==> config.mk <==
export PLATFORM = sky130hd
export DESIGN_NAME = line_scanner_flat
export DESIGN_NICKNAME = d
export VERILOG_FILES = /design/src/rtl/tetris_pkg.sv /design/src/rtl/line_scanner_if.sv /design/src/rtl/line_scanner_row_full_detect.sv /design/src/rtl/line_scanner.sv /design/src/flat_wrapper.sv
export SDC_FILE = /design/constraint.sdc
export NUM_CORES = 1
export LEC_CHECK = 0
export BUFFER_PORTS_ARGS = -buffer_cell sky130_fd_sc_hd__buf_2
export CORE_ASPECT_RATIO = 0.9
export CORE_MARGIN = 3
export CORE_UTILIZATION = 35
export CTS_CLUSTER_SIZE = 16
export DETAILED_ROUTE_END_ITERATION = 6
export HOLD_SLACK_MARGIN = 0.12
export PLACE_DENSITY = 0.73
export SLEW_MARGIN = 20
export SYNTH_ARGS = -nofsm -noshare
export SYNTH_HDL_FRONTEND = slang
export SYNTH_SLANG_ARGS = --single-unit
==> constraint.sdc <==
create_clock -name clk -period 2.7 [get_ports clk]
set_clock_uncertainty 0.1 [all_clocks]
set_input_delay 0.405 -clock clk [delete_from_list [all_inputs] [get_ports clk]]
set_output_delay 0.405 -clock clk [all_outputs]
set_load 0.02 [all_outputs]
==> src/rtl/tetris_pkg.sv <==
// Playfield constants shared by the VRAM writer, color mapper and line scanner,
// plus the scanner state encoding.
package tetris_pkg;

  localparam int          ROWS     = 20;
  localparam int          COLS     = 10;
  localparam logic [15:0] BG_COLOR = 16'h0f05;

  typedef enum logic [2:0] {
    IDLE  = 3'd0,
    REQ   = 3'd1,
    WAIT  = 3'd2,
    CHECK = 3'd3,
    NEXT  = 3'd4,
    DONE  = 3'd5
  } scan_state_t;

endpackage

==> src/rtl/line_scanner_if.sv <==
// Row-read bus between the line scanner (master) and the VRAM writer stage (slave).
interface line_scanner_if #(
  parameter int COLS = tetris_pkg::COLS
);
  // Handshake: master pulses row_ld for one cycle with row valid; the slave later
  // pulses row_ready once, and read_reg then holds that row until the next row_ld.
  // There is no back-pressure: a row_ready seen outside a pending request is dropped.
  logic                  row_ld;
  logic [7:0]            row;
  logic                  row_ready;
  logic [COLS-1:0][15:0] read_reg;

  modport master (output row_ld, output row, input row_ready, input read_reg);
  modport slave  (input row_ld, input row, output row_ready, output read_reg);

endinterface

==> src/rtl/line_scanner_row_full_detect.sv <==
// Classifies one captured row: full when no cell is background, empty when every
// cell is background.
module row_full_detect
  import tetris_pkg::*;
#(
  parameter int COLS_P = COLS
) (
  input  logic [COLS_P-1:0][15:0] read_reg,
  input  logic [15:0]             bg_color,
  output logic                    row_full,
  output logic                    row_empty
);

  always_comb begin
    row_full  = 1'b1;
    row_empty = 1'b1;
    for (int c = 0; c < COLS_P; c++) begin
      if (read_reg[c] == bg_color) row_full  = 1'b0;
      else                         row_empty = 1'b0;
    end
  end

endmodule

==> src/rtl/line_scanner.sv <==
// Bottom-up playfield scan after a piece locks: requests each row over the row-read
// bus, classifies it, and accumulates the full-row bitmap and line counts.
module line_scanner #(
  parameter int          ROWS       = tetris_pkg::ROWS,
  parameter int          COLS       = tetris_pkg::COLS,
  parameter logic [15:0] BG_COLOR   = tetris_pkg::BG_COLOR,
  parameter int          TIMEOUT    = 1024,
  parameter int          MAX_RETRY  = 3,
  parameter int          EARLY_EXIT = 1
) (
  input  logic                    clk,
  input  logic                    reset_n,
  input  logic                    start,
  line_scanner_if.master          bus,
  output logic                    busy,
  output logic                    done,
  output logic                    error,
  output logic [ROWS-1:0]         full_rows,
  output logic [4:0]              lines_cleared,
  output logic [15:0]             total_lines,
  output tetris_pkg::scan_state_t dbg_state
);
  import tetris_pkg::*;

  localparam int            WW         = (TIMEOUT > 1) ? $clog2(TIMEOUT) : 1;
  localparam int            RW         = (MAX_RETRY > 0) ? $clog2(MAX_RETRY + 1) : 1;
  localparam logic [WW-1:0] WAIT_LAST  = WW'(TIMEOUT - 1);
  localparam logic [RW-1:0] RETRY_LAST = RW'(MAX_RETRY);
  localparam logic [7:0]    ROW_FIRST  = 8'(ROWS - 1);
  localparam logic [ROWS-1:0] ROW_ONE  = {{(ROWS-1){1'b0}}, 1'b1};

  scan_state_t     state_q, state_d;
  logic [7:0]      row_q, row_d;
  logic [RW-1:0]   retry_q, retry_d;
  logic [WW-1:0]   wait_q, wait_d;
  logic            row_ld_q, row_ld_d;
  logic            busy_q, busy_d;
  logic            done_q, done_d;
  logic            error_q, error_d;
  logic            row_empty_q, row_empty_d;
  logic [ROWS-1:0] full_rows_q, full_rows_d;
  logic [4:0]      lines_q, lines_d;
  logic [15:0]     total_lines_q, total_lines_d;

  logic            row_full, row_empty;
  logic [16:0]     total_sum;

  row_full_detect #(.COLS_P(COLS)) u_detect (
    .read_reg  (bus.read_reg),
    .bg_color  (BG_COLOR),
    .row_full  (row_full),
    .row_empty (row_empty)
  );

  // Widened add so a carry out clamps instead of wrapping.
  assign total_sum = {1'b0, total_lines_q} + 17'(lines_q);

  always_comb begin
    state_d       = state_q;
    row_d         = row_q;
    retry_d       = retry_q;
    wait_d        = wait_q;
    row_ld_d      = 1'b0;
    busy_d        = busy_q;
    done_d        = 1'b0;
    error_d       = error_q;
    row_empty_d   = row_empty_q;
    full_rows_d   = full_rows_q;
    lines_d       = lines_q;
    total_lines_d = total_lines_q;
    case (state_q)
      IDLE: begin
        if (start) begin
          full_rows_d = '0;
          lines_d     = '0;
          error_d     = 1'b0;
          row_d       = ROW_FIRST;
          retry_d     = '0;
          state_d     = REQ;
        end
      end
      REQ: begin
        row_ld_d = 1'b1;
        busy_d   = 1'b1;
        wait_d   = '0;
        state_d  = WAIT;
      end
      WAIT: begin
        if (bus.row_ready) begin
          state_d = CHECK;
        end else if (wait_q == WAIT_LAST) begin
          if (retry_q == RETRY_LAST) begin
            error_d = 1'b1;
            state_d = DONE;
          end else begin
            retry_d = retry_q + 1'b1;
            state_d = REQ;
          end
        end else begin
          wait_d = wait_q + 1'b1;
        end
      end
      CHECK: begin
        if (row_full) begin
          full_rows_d = full_rows_q | (ROW_ONE << row_q);
          lines_d     = lines_q + 5'd1;
        end
        row_empty_d = row_empty;
        retry_d     = '0;
        state_d     = NEXT;
      end
      NEXT: begin
        if (row_q == 8'd0 || (EARLY_EXIT != 0 && row_empty_q)) begin
          state_d = DONE;
        end else begin
          row_d   = row_q - 8'd1;
          state_d = REQ;
        end
      end
      DONE: begin
        done_d = 1'b1;
        busy_d = 1'b0;
        if (!error_q) total_lines_d = total_sum[16] ? 16'hFFFF : total_sum[15:0];
        state_d = IDLE;
      end
      default: state_d = IDLE;
    endcase
  end

  always_ff @(posedge clk or negedge reset_n) begin
    if (!reset_n) begin
      state_q       <= IDLE;
      row_q         <= '0;
      retry_q       <= '0;
      wait_q        <= '0;
      row_ld_q      <= 1'b0;
      busy_q        <= 1'b0;
      done_q        <= 1'b0;
      error_q       <= 1'b0;
      row_empty_q   <= 1'b0;
      full_rows_q   <= '0;
      lines_q       <= '0;
      total_lines_q <= '0;
    end else begin
      state_q       <= state_d;
      row_q         <= row_d;
      retry_q       <= retry_d;
      wait_q        <= wait_d;
      row_ld_q      <= row_ld_d;
      busy_q        <= busy_d;
      done_q        <= done_d;
      error_q       <= error_d;
      row_empty_q   <= row_empty_d;
      full_rows_q   <= full_rows_d;
      lines_q       <= lines_d;
      total_lines_q <= total_lines_d;
    end
  end

  assign bus.row_ld    = row_ld_q;
  assign bus.row       = row_q;
  assign busy          = busy_q;
  assign done          = done_q;
  assign error         = error_q;
  assign full_rows     = full_rows_q;
  assign lines_cleared = lines_q;
  assign total_lines   = total_lines_q;
  assign dbg_state     = state_q;

endmodule

==> src/flat_wrapper.sv <==
// flat-port wrapper written by rule: the top's interface ports become plain ports
module line_scanner_flat import tetris_pkg::*;
#(
  parameter int          ROWS       = tetris_pkg::ROWS,
  parameter int          COLS       = tetris_pkg::COLS,
  parameter logic [15:0] BG_COLOR   = tetris_pkg::BG_COLOR,
  parameter int          TIMEOUT    = 1024,
  parameter int          MAX_RETRY  = 3,
  parameter int          EARLY_EXIT = 1
)
  (clk, reset_n, start, busy, done, error, full_rows, lines_cleared, total_lines, dbg_state, bus_row_ld, bus_row, bus_row_ready, bus_read_reg);
  line_scanner_if #(.COLS(COLS)) bus_i ();
  input  logic clk;
  input  logic reset_n;
  input  logic start;
  output logic busy;
  output logic done;
  output logic error;
  output logic [ROWS-1:0] full_rows;
  output logic [4:0] lines_cleared;
  output logic [15:0] total_lines;
  output tetris_pkg::scan_state_t dbg_state;
  output wire logic [$bits(bus_i.row_ld)-1:0] bus_row_ld;
  output wire logic [$bits(bus_i.row)-1:0] bus_row;
  input wire logic [$bits(bus_i.row_ready)-1:0] bus_row_ready;
  input wire logic [$bits(bus_i.read_reg)-1:0] bus_read_reg;
  assign bus_row_ld = bus_i.row_ld;
  assign bus_row = bus_i.row;
  assign bus_i.row_ready = bus_row_ready;
  assign bus_i.read_reg = bus_read_reg;
  line_scanner #(.ROWS(ROWS), .COLS(COLS), .BG_COLOR(BG_COLOR), .TIMEOUT(TIMEOUT), .MAX_RETRY(MAX_RETRY), .EARLY_EXIT(EARLY_EXIT)) u_core (.clk(clk), .reset_n(reset_n), .start(start), .bus(bus_i), .busy(busy), .done(done), .error(error), .full_rows(full_rows), .lines_cleared(lines_cleared), .total_lines(total_lines), .dbg_state(dbg_state));
endmodule
==> impl_summary.log <==
INFO  metric yosysSeqAreaShare = 43.4%
INFO  metric cts_tree = yes
INFO  metric synth_top_flop_cell = sky130_fd_sc_hd__dfrtp_1
INFO  metric grt.overflow.total = 0
INFO  metric share_clk_of_total_power = 28.7%
INFO  metric worst-endpoint-arrival = 2.62 ns
INFO  metric cp_slowest_cell = sky130_fd_sc_hd__dfrtp_1
INFO  metric cts_post_setup_buffers_inserted = 0
INFO  metric critical_path.endpoint = u_core.total_lines[12]$_DFFE_PN0P_
INFO  metric hold_path.class = in2reg
INFO  metric dp_hpwl = 11700 um
INFO  metric drt_iter0_drcs = 286
INFO  metric die_width = 118 um
INFO  metric number_of_placement_rows = 36
INFO  metric vias = 4201
INFO  metric critPathBufInv = 1
INFO  metric timing.max_slew.rel_slack = 56.1%
INFO  metric cp-end-kind = flop
INFO  metric timing.final.hold_violations = 0
INFO  metric starting_utilization_of_the_core_area = 36.3%
INFO  metric report.final.setup_viol = 0
INFO  metric timing.critical_path.required = 2.81 ns
INFO  metric timing.fmax = 398 MHz
INFO  metric clock_sinks = 69
INFO  metric timing_worst_slew_pin_value = 0.650 ns
INFO  metric worst_slack = 0.189 ns
INFO  metric switching_share = a little under two fifths
INFO  metric crit_path_start = u_core.lines_cleared[0]$_DFFE_PN0P_
INFO  metric netlist_instances = 404
INFO  metric worst-path-max-fanout = 5
INFO  metric layout.nets = just over 800
INFO  metric combPwrFrac = 37.4%
INFO  metric power.ir.vdd_worst = 0.489 mV
INFO  metric maxCapViolCount = 0
INFO  metric seq_power_share = 33.9%
INFO  metric clkSlewWorstSetupHoldPaths = roughly 0.060 ns
INFO  metric finalNonFillerCells = approximately 800
INFO  metric drc_errors = 0
INFO  metric port_buffers = 219
INFO  metric die-height = between 100 and 150 um
INFO  metric cts.path.max_buffers = 2
INFO  metric syn_to_final_growth = 41.6%
INFO  metric final_cell_mix = sky130_fd_sc_hd__buf_2 (219), sky130_fd_sc_hd__dfrtp_1 (69), sky130_fd_sc_hd__nor2_1 (39), sky130_fd_sc_hd__nand2_1 (38), sky130_fd_sc_hd__nor4b_1 (30)
INFO  metric power_report.internal_total = 0.00250 W
INFO  metric ys_ff_latch = a little under 70
INFO  metric fillerInstances = approximately 1000
INFO  metric synthArstFlopShare = 100%
INFO  metric antenna_left = 0
INFO  metric router_iterations_before_antenna_repair = 5
INFO  metric global_route.usage.total = a little under a quarter
INFO  metric layout-drive-gt1-share = 41.3%
INFO  metric met3WireLength = 932 um
INFO  metric timing.final.crit_share = 93.0%
INFO  metric post_cts.resized_instances = 0
INFO  metric regToRegStartpoint = u_core.lines_cleared[0]$_DFFE_PN0P_
INFO  metric top_layer = met5
INFO  metric globalplace.congestion = 0.928
INFO  metric floorplan.die_area = ~13000 um2
INFO  metric yosysUniqueCellTypes = between 60 and 70
INFO  metric status = finished clean
INFO  metric clkLatencyLatePin = between 0.3 and 0.4 ns
INFO  metric numCtsBuffers = 9
INFO  metric dp_cells = 777
INFO  metric clock_tree.htree_level_count = 3
INFO  metric rsz_0062_raised_after_global_routing = no
INFO  metric first_global_vias = 4315
INFO  metric fin_setup_tns = 0 ns
INFO  metric route.detailed.vias_per_inst = 5.26
INFO  metric rr_endpoint = u_core.total_lines[12]$_DFFE_PN0P_
INFO  metric synthesis.yosys.warnings = 0
INFO  metric setup.worst_path.start_class = flop
INFO  metric cts.root.buffer_cell = sky130_fd_sc_hd__clkbuf_16
INFO  metric floorplan.core_area = about 11000 um2
INFO  metric total_switching_power = 0.00156 W
INFO  metric power_density_of_the_placed_cells = 720 nW/um2
INFO  metric antenna_found_initial = 5
INFO  metric syn-num-nets = 579
INFO  metric final_common_cell = sky130_fd_sc_hd__buf_2
INFO  metric crit_chain = ha_1 -> inv_1 -> fa_1 -> nor2b_1 -> o21a_1 -> o21ai_1 -> a211oi_2 -> nand3_1 -> mux2_1
INFO  metric placed_area = 5320 um2
INFO  metric wire_length_of_the_first_global_routing_pass = 23100 um
INFO  metric pre_cts_ws = 0.268 ns
INFO  metric synth.avg_cell_area = 9.84 um2
INFO  metric finalWorstPathRequiredPeriod = 2.51 ns
INFO  metric routedWlPerCell = 18.1 um
INFO  metric number_of_flops_mapped_to_enable_cells_by_yosys = 0
INFO  metric timing.final.max_slew_violations = 0
INFO  metric met1_length = 6600 um
INFO  metric worst_path_dominant_cell_family = adder cells
INFO  metric stdcell_area = ~5600 um2
INFO  metric worst-r2r-setup-slack = 0.19 ns
INFO  metric critPathMaxStageDelay = 0.44 ns
INFO  metric boundaryPins = 220
INFO  metric grt_start_max_net_pins = 70
INFO  metric cp_num_cells = 9
INFO  metric finalWirelength = 14500 um
INFO  metric setup.worst_path.class = reg2reg
INFO  metric report.power.total = between 0.004 and 0.005 W
INFO  metric leakage = 2.82 nW
INFO  metric synthesis.area = 3980 um2
INFO  metric met2_wirelength = about 6800 um
INFO  metric r2r.worst_path.cells = 9
==> state kept, by name, indices dropped and copies added, names as in the netlist <==
signal and flops:
u_core.bus.row 8, u_core.bus.row_ld 1, u_core.busy 1, u_core.dbg_state 3, u_core.done 1, u_core.error 1
u_core.full_rows 20, u_core.lines_cleared 5, u_core.retry_q 2, u_core.row_empty_q 1, u_core.total_lines 16, u_core.wait_q 10
==> routing by layer <==
metal,vias to the layer above,track usage [%]
met5,-,0
met4,2,7.45
met3,17,6.75
met2,166,34.8
met1,2022,32.2
li1,1994,-
==> per-stage QoR <==
step                utilization (%)  hold slack (ns)
floorplan                         -          0.00941
detailed placement             48.6            0.356
global route                   51.4            0.311
CTS                            51.3            0.294
global placement               48.6            0.355
finish                         51.4            0.301
==> cell usage after synthesis (all sizes together) (6+ instances only) <==
cell | n | area share, %
dfrtp | 69 | 43
nand4 | 20 | 3.5
a31oi | 8 | 1.3
nor2b | 6 | 0.94
nor4b | 30 | 6.6
nand3 | 15 | 1.9
nand2 | 38 | 3.6
buf | 7 | 0.88
and4b | 10 | 2.5
o21ai | 16 | 2.0
o31ai | 7 | 1.6
a21oi | 11 | 1.4
xor2 | 9 | 2.0
nor2 | 41 | 4.1
nor3 | 12 | 1.8
and3 | 7 | 1.1
mux2 | 7 | 2.0
ha | 10 | 3.1
inv | 17 | 1.6
xnor2 | 10 | 2.2
==> power groups by stage <==
stage,Combinational [W],Clock (W),Sequential [W]
after global placement,0.00147,0,0.00138
final,0.00152,0.00116,0.00137
after detailed placement,0.00150,0,0.00139
after global routing,0.00168,0.00123,0.00140
after CTS,0.00152,0.00118,0.00137
after floorplan,0.000844,0,0.00149
==> cell families (layout without fill, tap and decap cells) <==
| group | after synthesis | after routing | synth area share, % |
|---|---|---|---|
| other cells | 0 | 4 | 0 |
| compound gates | 70 | 70 | 13.0 |
| buf+inv | 27 | 265 | 2.77 |
| flops | 69 | 69 | 43.4 |
| fa+ha+maj | 11 | 11 | 3.65 |
| simple gates | 200 | 200 | 30.8 |
| xor+xnor | 19 | 19 | 4.19 |
| mux | 8 | 8 | 2.23 |
==> how the worst min path moves through the flow <==
stage             startpoint                              end  cells past startpoint
2_1_floorplan        reset_n    u_core.bus.row[0]$_DFFE_PN0P_                      0
3_3_place_gp         reset_n     u_core.wait_q[6]$_DFFE_PN0P_                      2
3_5_place_dp         reset_n      u_core.bus.row_ld$_DFF_PN0_                      2
4_1_cts        bus_row_ready  u_core.dbg_state[1]$_DFFE_PN0P_                      2
5_1_grt        bus_row_ready  u_core.dbg_state[1]$_DFFE_PN0P_                      2
6_report       bus_row_ready  u_core.dbg_state[1]$_DFFE_PN0P_                      2
==> layout make-up <==
class | instances | area (um2) | area share (%)
clock buffers | 10 | 229 | 4.07
clock inverters | 6 | 63.8 | 1.13
diodes | 4 | 10.0 | 0.178
well taps | 152 | 190 | 3.38
inverters | 17 | 63.8 | 1.13
repair buffers | 232 | 1210 | 21.5
multi-input cells | 308 | 2140 | 38.0
flip-flops and latches | 69 | 1730 | 30.7
==> what timing repair did <==
action                     4_1_cts  5_1_grt
hold endpoints to repair        69        0
hold buffers                     1        0
setup endpoints to repair        0        0
==> worst register-to-register path, stage by stage (launching register included) <==
cell and delay [ns]:
sky130_fd_sc_hd__dfrtp_1 0.44, sky130_fd_sc_hd__ha_1 0.23, sky130_fd_sc_hd__inv_1 0.07, sky130_fd_sc_hd__fa_1 0.40, sky130_fd_sc_hd__nor2b_1 0.13, sky130_fd_sc_hd__o21a_1 0.17
sky130_fd_sc_hd__o21ai_1 0.11, sky130_fd_sc_hd__a211oi_2 0.29, sky130_fd_sc_hd__nand3_1 0.13, sky130_fd_sc_hd__mux2_1 0.33
Note: power is estimated with default switching activity, not from simulation.
